[config.mk]
export PLATFORM = sky130hd
export DESIGN_NAME = conv_sequencer
export DESIGN_NICKNAME = d
export VERILOG_FILES = /design/src/rtl/conv_sequencer.sv
export SDC_FILE = /design/constraint.sdc
export NUM_CORES = 1
export LEC_CHECK = 0
export BUFFER_PORTS_ARGS = -buffer_cell sky130_fd_sc_hd__buf_2
export CORE_MARGIN = 1.5
export CORE_UTILIZATION = 60
export DETAILED_ROUTE_END_ITERATION = 10
export HOLD_SLACK_MARGIN = 0.1
export PLACE_DENSITY = 0.86
export SLEW_MARGIN = 0
export SYNTH_ARGS = -nofsm -noshare
export SYNTH_HDL_FRONTEND = slang
export SYNTH_SLANG_ARGS = --single-unit
export TNS_END_PERCENT = 10
[constraint.sdc]
create_clock -name clk -period 6.5 [get_ports clk]
set_input_delay 1.3 -clock clk [delete_from_list [all_inputs] [get_ports clk]]
set_output_delay 1.3 -clock clk [all_outputs]
set_load 0.03 [all_outputs]
[src/rtl/conv_sequencer.sv]
// conv_sequencer: full-frame scheduler that walks every valid output pixel, fetches its
//   K x K input window over a req/ack read port, then starts the conv engine and waits for it.
// Latency: K*K+2 cycles per pixel minimum (READ window, one CONV cycle, conv_done cycle in WAIT).
// Backpressure: rd_ack=0 stalls READ with all counters held; WAIT holds until conv_done.
//
// Ports:
//   clk, rst             rising-edge clock, asynchronous active-low reset
//   start_operation      begin a frame (only looked at in IDLE)
//   rd_req/rd_addr/rd_ack window read port, one element accepted per rd_req && rd_ack
//   conv_start/conv_done one-cycle start pulse to the conv engine / its completion (WAIT only)
//   out_x, out_y         coordinates of the output pixel being produced
//   busy, done           not-IDLE flag / one-cycle frame-complete pulse
module conv_sequencer #(
  parameter int IMG_W  = 28,
  parameter int IMG_H  = 28,
  parameter int K      = 3,
  parameter int ADDR_W = 16,
  localparam int XW    = (IMG_W > 1) ? $clog2(IMG_W) : 1,
  localparam int YW    = (IMG_H > 1) ? $clog2(IMG_H) : 1
) (
  input  logic              clk,
  input  logic              rst,
  input  logic              start_operation,
  output logic              rd_req,
  output logic [ADDR_W-1:0] rd_addr,
  input  logic              rd_ack,
  output logic              conv_start,
  input  logic              conv_done,
  output logic [XW-1:0]     out_x,
  output logic [YW-1:0]     out_y,
  output logic              busy,
  output logic              done
);

  localparam int OUT_W = IMG_W - K + 1;
  localparam int OUT_H = IMG_H - K + 1;
  localparam int KW    = (K > 1) ? $clog2(K) : 1;

  localparam logic [KW-1:0] K_LAST = KW'(K - 1);
  localparam logic [XW-1:0] X_LAST = XW'(OUT_W - 1);
  localparam logic [YW-1:0] Y_LAST = YW'(OUT_H - 1);

  typedef enum logic [2:0] {
    S_IDLE,
    S_READ,
    S_CONV,
    S_WAIT,
    S_DONE
  } state_t;

  state_t        state, state_nxt;
  logic [XW-1:0] x, x_nxt;
  logic [YW-1:0] y, y_nxt;
  logic [KW-1:0] kx, kx_nxt;
  logic [KW-1:0] ky, ky_nxt;

  // State and counter registers
  always_ff @(posedge clk or negedge rst) begin
    if (!rst) begin
      state <= S_IDLE;
      x     <= '0;
      y     <= '0;
      kx    <= '0;
      ky    <= '0;
    end else begin
      state <= state_nxt;
      x     <= x_nxt;
      y     <= y_nxt;
      kx    <= kx_nxt;
      ky    <= ky_nxt;
    end
  end

  // Next-state and counter update
  always_comb begin
    state_nxt = state;
    x_nxt     = x;
    y_nxt     = y;
    kx_nxt    = kx;
    ky_nxt    = ky;

    unique case (state)
      S_IDLE: begin
        if (start_operation) begin
          x_nxt     = '0;
          y_nxt     = '0;
          kx_nxt    = '0;
          ky_nxt    = '0;
          state_nxt = S_READ;
        end
      end

      S_READ: begin
        // Window is scanned row-major: kx fastest, ky slowest.
        if (rd_ack) begin
          if (kx == K_LAST) begin
            kx_nxt = '0;
            if (ky == K_LAST) begin
              ky_nxt    = '0;
              state_nxt = S_CONV;
            end else begin
              ky_nxt = ky + KW'(1);
            end
          end else begin
            kx_nxt = kx + KW'(1);
          end
        end
      end

      S_CONV: begin
        state_nxt = S_WAIT;
      end

      S_WAIT: begin
        if (conv_done) begin
          if ((x == X_LAST) && (y == Y_LAST)) begin
            state_nxt = S_DONE;
          end else begin
            if (x == X_LAST) begin
              x_nxt = '0;
              y_nxt = y + YW'(1);
            end else begin
              x_nxt = x + XW'(1);
            end
            state_nxt = S_READ;
          end
        end
      end

      S_DONE: begin
        // Leave the coordinates at the origin so IDLE presents rd_addr = 0.
        x_nxt     = '0;
        y_nxt     = '0;
        state_nxt = S_IDLE;
      end

      default: begin
        state_nxt = S_IDLE;
      end
    endcase
  end

  // Window element address; the 32-bit intermediate is wide enough for any legal
  // image size and the result is truncated to the memory address width.
  assign rd_addr = ADDR_W'((32'(y) + 32'(ky)) * 32'(IMG_W) + 32'(x) + 32'(kx));

  // Moore outputs
  assign rd_req     = (state == S_READ);
  assign conv_start = (state == S_CONV);
  assign done       = (state == S_DONE);
  assign busy       = (state != S_IDLE);
  assign out_x      = x;
  assign out_y      = y;

endmodule

# Word-level counts from Yosys, hierarchy flattened
# Index checks and enable logic that the tools add are counted.
# word_totals
ff_bits	17
input_bits	5
out_inout_bits	30
word_cells	62
# classes
n_eq_ne	15
reduce_logical	10
mux	24
multipliers	1
n_addsub	7
# op_table
op	count
$mux W5	7
$pmux W5 S3	2
$mux W3	6
$add A12 B2 Y13	1
$add A11 B5 Y12	1
$mux W2	6
$pmux W3 S4	1
$add A5 B1 Y5 const B	2
$eq A5 B5 Y1 const B	2
$reduce_and A5 Y1	2
$mul A6 B3 Y9 const B	1
$ne A2 B2 Y1 const B	4
$pmux W2 S2	2
$reduce_and A4 Y1	2
$add A5 B2 Y6	1
$eq A3 B2 Y1 const B	2
$ne A2 B1 Y1 const B	3
$reduce_bool A3 Y1	2
$add A2 B1 Y2 const B	2
$eq A2 B2 Y1 const B	2
$eq A3 B1 Y1 const B	1
$eq A3 B3 Y1 const B	1
$logic_not A3 Y1	1
$reduce_and A3 Y1	1
2 further kinds	2

# Longest topological paths before layout
# logic_depth
ltp_word	5
mapped_depth	14
depth_no_buf	14

# Worst setup path after synthesis
# OpenSTA, ideal clock, no wires.
# synth_timing
path_type	register to output
startpoint	register y[0], in the netlist out_y[0]
endpoint	output port rd_addr[10]
path_slack_ps	1207
required_time_ps	5200
path_stages_with_launch	13
path_buffers	0
arrival_time_ps	3993
path_cell_list	dfrtp_1 ha_1 fa_1 xor2_1 fa_1 ha_1 ha_1 o21a_1 o31a_1 nor2_1 nor4b_2 nand3_1 xnor2_1
# synth_via
elab_chain_cells	4
# synth_lines
element	line	source
start, declared	53	logic [YW-1:0] y, y_nxt;
start signal, assigned	68	y <= y_nxt;
$add A5 B2 Y6	145	assign rd_addr = ADDR_W'((32'(y) + 32'(ky)) * 32'(IMG_W) + 32'(x) + 32'(kx));
$mul A6 B3 Y9	145	
$add A11 B5 Y12	145	
$add A12 B2 Y13	145	
end, declared	25	output logic [ADDR_W-1:0] rd_addr,
# Every way passes these cells.

# Worst setup path in the final report
# Same ends and word-level chain as after synthesis.

==> impl_metrics.yaml <==
route:
  drc: 0
  vias_per_cell: 5.58
  num_vias: 1417
  detail-route-antenna-nets: 0
  detail_route.iter0.violations: 48
  drt-total-wl_mm: 3.02
  avgRoutedWirePerCell_um: 11.9
  firstDrtPassIters: 4
run:
  drv_cap: 0
sta:
  setup_viol: 0
  tightest_slew_ns: 0.503
  slew_headroom: 0.659
  finalCriticalPeriod_ns: 5.47
  slew_viol_final: 0
  fin_crit_sh: 0.842
  rsz0062_at_grt: "false"
  setup-tns-final_ns: 0
  hold_viol: 0
  clock_skew_ns: 0.000562
  fmax_ghz: 0.183
power:
  p_int_uw: 328
  switching_share: 0.531
  clock_power_share: 0.082
  p_per_area_nw_per_um2: 360
  leakage_uw: 0.00110
  power_switching_uw: 371
  p_seq_frac: 0.237
  power_frac_comb: 0.681
  ir_worst_vdd_uv: 453
logic_synthesis:
  ys_seq_elements: 17
  yosysUniqueCellTypes: 49
  synthCells: 195
  syn-cell-area_um2: 1780
  synth_ff_type: "dfrtp_1"
  synth_edf_count: 0
  seq_area_frac_synth: 0.239
  ys_async_sr_fraction: 1.00
  synth_area_leaders: "dfrtp_1 (24%), ha_1 (15%), xor2_1 (6.9%)"
  synth_top_cell_by_area: "dfrtp_1"
  synth.avg_cell_area_um2: 9.14
  synth_warnings: 0
  yosysTopAreaCellShare: 0.239
global_routing:
  grt_pass1_wl_mm: 5.13
  antenna_found_initial: 0
  grt_max_degree: 18
  grt_util_all_layers: 0.194
  grt_pass1_vias: 1219
  grt-ovfl-total: 0
hold_path:
  hold_path_class: "reg -> reg"
  min_to: "kx[1]$_DFFE_PN0P_"
  hp-start: "kx[1]$_DFFE_PN0P_"
  holdPathStages: 1
critical_path:
  timing.rr.end: "out_x[4]$_DFFE_PN0P_"
  critPathLaunchType: "flop"
  required_ns: 5.20
  cp_max_fo: 6
  cp_data_arrival_time_ns: 4.17
  rrSetupSlack_ns: 4.69
  rr_startpoint: "out_y[1]$_DFFE_PN0P_"
  endpoint_kind: "output port"
  r2r_cells: 8
  crit_type: "reg -> out"
placement:
  io_buffers: 30
  hpwl_mm: 2.46
  place.gp.congestion: 0.826
final_layout:
  fin_util: 0.697
  drive_gt1_frac: 0.206
  area_delta_synth_final_pct: 8.77
  regArea_um2: 425
  fill_cells: 234
  nNetsFinal: 254
  diodes: 0
  multi_input_area_um2: 1240
clock_tree:
  cts.path.max_buffers: 2
  cts_root_buf: "clkbuf_4"
  cts_hold_buf: 0
  postCtsSetupRepairBufs: 0
  clkTransAtPathRegs_ns: 0.09
  htree_levels: 1
  cts_resized: 0
  cts_inserted_buffers: 3
  insertion_delay_ns: 0.30
  cts_tree: "built"
  cts_sinks: 17
die:
  die_area_um2: 3310
  core_um2: 2780
  initial_core_util: 0.641
  rows: 19
  die_w_um: 57.5
  die_y_um: 57.5
  ios: 35
run_status:
  status: "complete, no violations"
sequential cells by signal, indices dropped and copies added (netlist names):
signal / cells
ky: 2
kx: 2
out_x: 5
state: 3
out_y: 5
area by class of cell:
type | instances | area share
timing repair buffer | 30 | 0.0774
inverter | 16 | 0.0310
tap | 31 | 0.0200
clock buffer | 4 | 0.0135
multi-input combinational | 156 | 0.639
sequential | 17 | 0.219
kinds of logic after synthesis:
| kind of cell | synth area share |
|---|---|
| compound gates | 0.120 |
| xor+xnor | 0.113 |
| fa+ha+maj | 0.192 |
| buf+inv | 0.0730 |
| flops | 0.239 |
| mux | 0.0232 |
| other cells | 0.00210 |
| simple gates | 0.238 |
how the worst max path moves through the flow:
stage	from	to	cells past startpoint
after CTS	out_y[0]$_DFFE_PN0P_	rd_addr[10]	13
after global routing	out_y[0]$_DFFE_PN0P_	rd_addr[10]	13
after global placement	out_y[0]$_DFFE_PN0P_	rd_addr[10]	13
after detailed placement	out_y[0]$_DFFE_PN0P_	rd_addr[10]	13
final	out_y[0]$_DFFE_PN0P_	rd_addr[10]	13
after floorplan	out_y[0]$_DFFE_PN0P_	rd_addr[10]	12
Yosys cell counts, drive strengths merged (2+ instances only):
library cell / count
ha: 21
nor2: 20
dfrtp: 17
inv: 16
xor2: 14
nand2: 10
buf: 9
xnor2: 9
o21ai: 8
a21o: 5
a21oi: 5
nand2b: 5
and3: 4
fa: 4
nand4: 4
nor3: 4
mux2i: 3
nand3: 3
nor2b: 3
nor3b: 3
a22o: 2
and4b: 2
nand3b: 2
nand4b: 2
nor4b: 2
o21a: 2
metal layers:
layer  track usage  vias up  part of all wire
li1              -      723                 -
met2         0.334       23              0.51
met3        0.0204        5             0.027
met4        0.0598        0             0.015
met1         0.255      666              0.45
met5             0        -                 0
power by group through the flow:
stage | combinational, uW | clock (uW) | sequential [uW]
final | 476 | 57.3 | 166
after global routing | 526 | 61.4 | 172
after CTS | 482 | 57.8 | 166
after detailed placement | 480 | 0 | 168
after global placement | 473 | 0 | 167
after floorplan | 379 | 0 | 169
placed cells by master, fill, tap and decap left out, types with 4 or more instances in the layout:
cell / netlist / final
xor2_1: 14 / 14
xnor2_1: 9 / 9
a21oi_1: 5 / 5
nand2_1: 10 / 10
dfrtp_1: 17 / 17
buf_2: 2 / 30
nand2b_1: 4 / 4
inv_1: 16 / 16
and3_1: 4 / 4
fa_1: 4 / 4
a21o_1: 5 / 5
nor2_1: 20 / 20
ha_1: 21 / 21
o21ai_0: 8 / 8
conb_1: 1 / 4
stage by stage:
stage | area [um2] | cells | total power [uW] | setup slack (ns) | hold WS [ns]
6_report | 1940 | 254 | 699 | 1.03 | 0.589
5_1_grt | 1940 | 254 | 760 | 0.698 | 0.610
4_1_cts | 1940 | 254 | 706 | 0.990 | 0.586
3_5_place_dp | 1910 | 250 | 649 | 1.32 | 0.572
3_3_place_gp | 1910 | 250 | 640 | 1.44 | 0.557
2_1_floorplan | 1790 | 198 | 548 | 1.21 | 0.509
critical path, cell delays in order (launching register included):
cell     delay (ns)
dfrtp_1        0.46
ha_1           0.25
fa_1           0.43
xor2_1         0.45
fa_1           0.50
ha_1           0.29
ha_1           0.33
o21a_1         0.13
o31a_1         0.15
nor2_1         0.07
nor4b_2        0.33
nand3_1        0.14
xnor2_1        0.14
buf_2          0.21
Note: power is estimated with default switching activity, not from simulation.
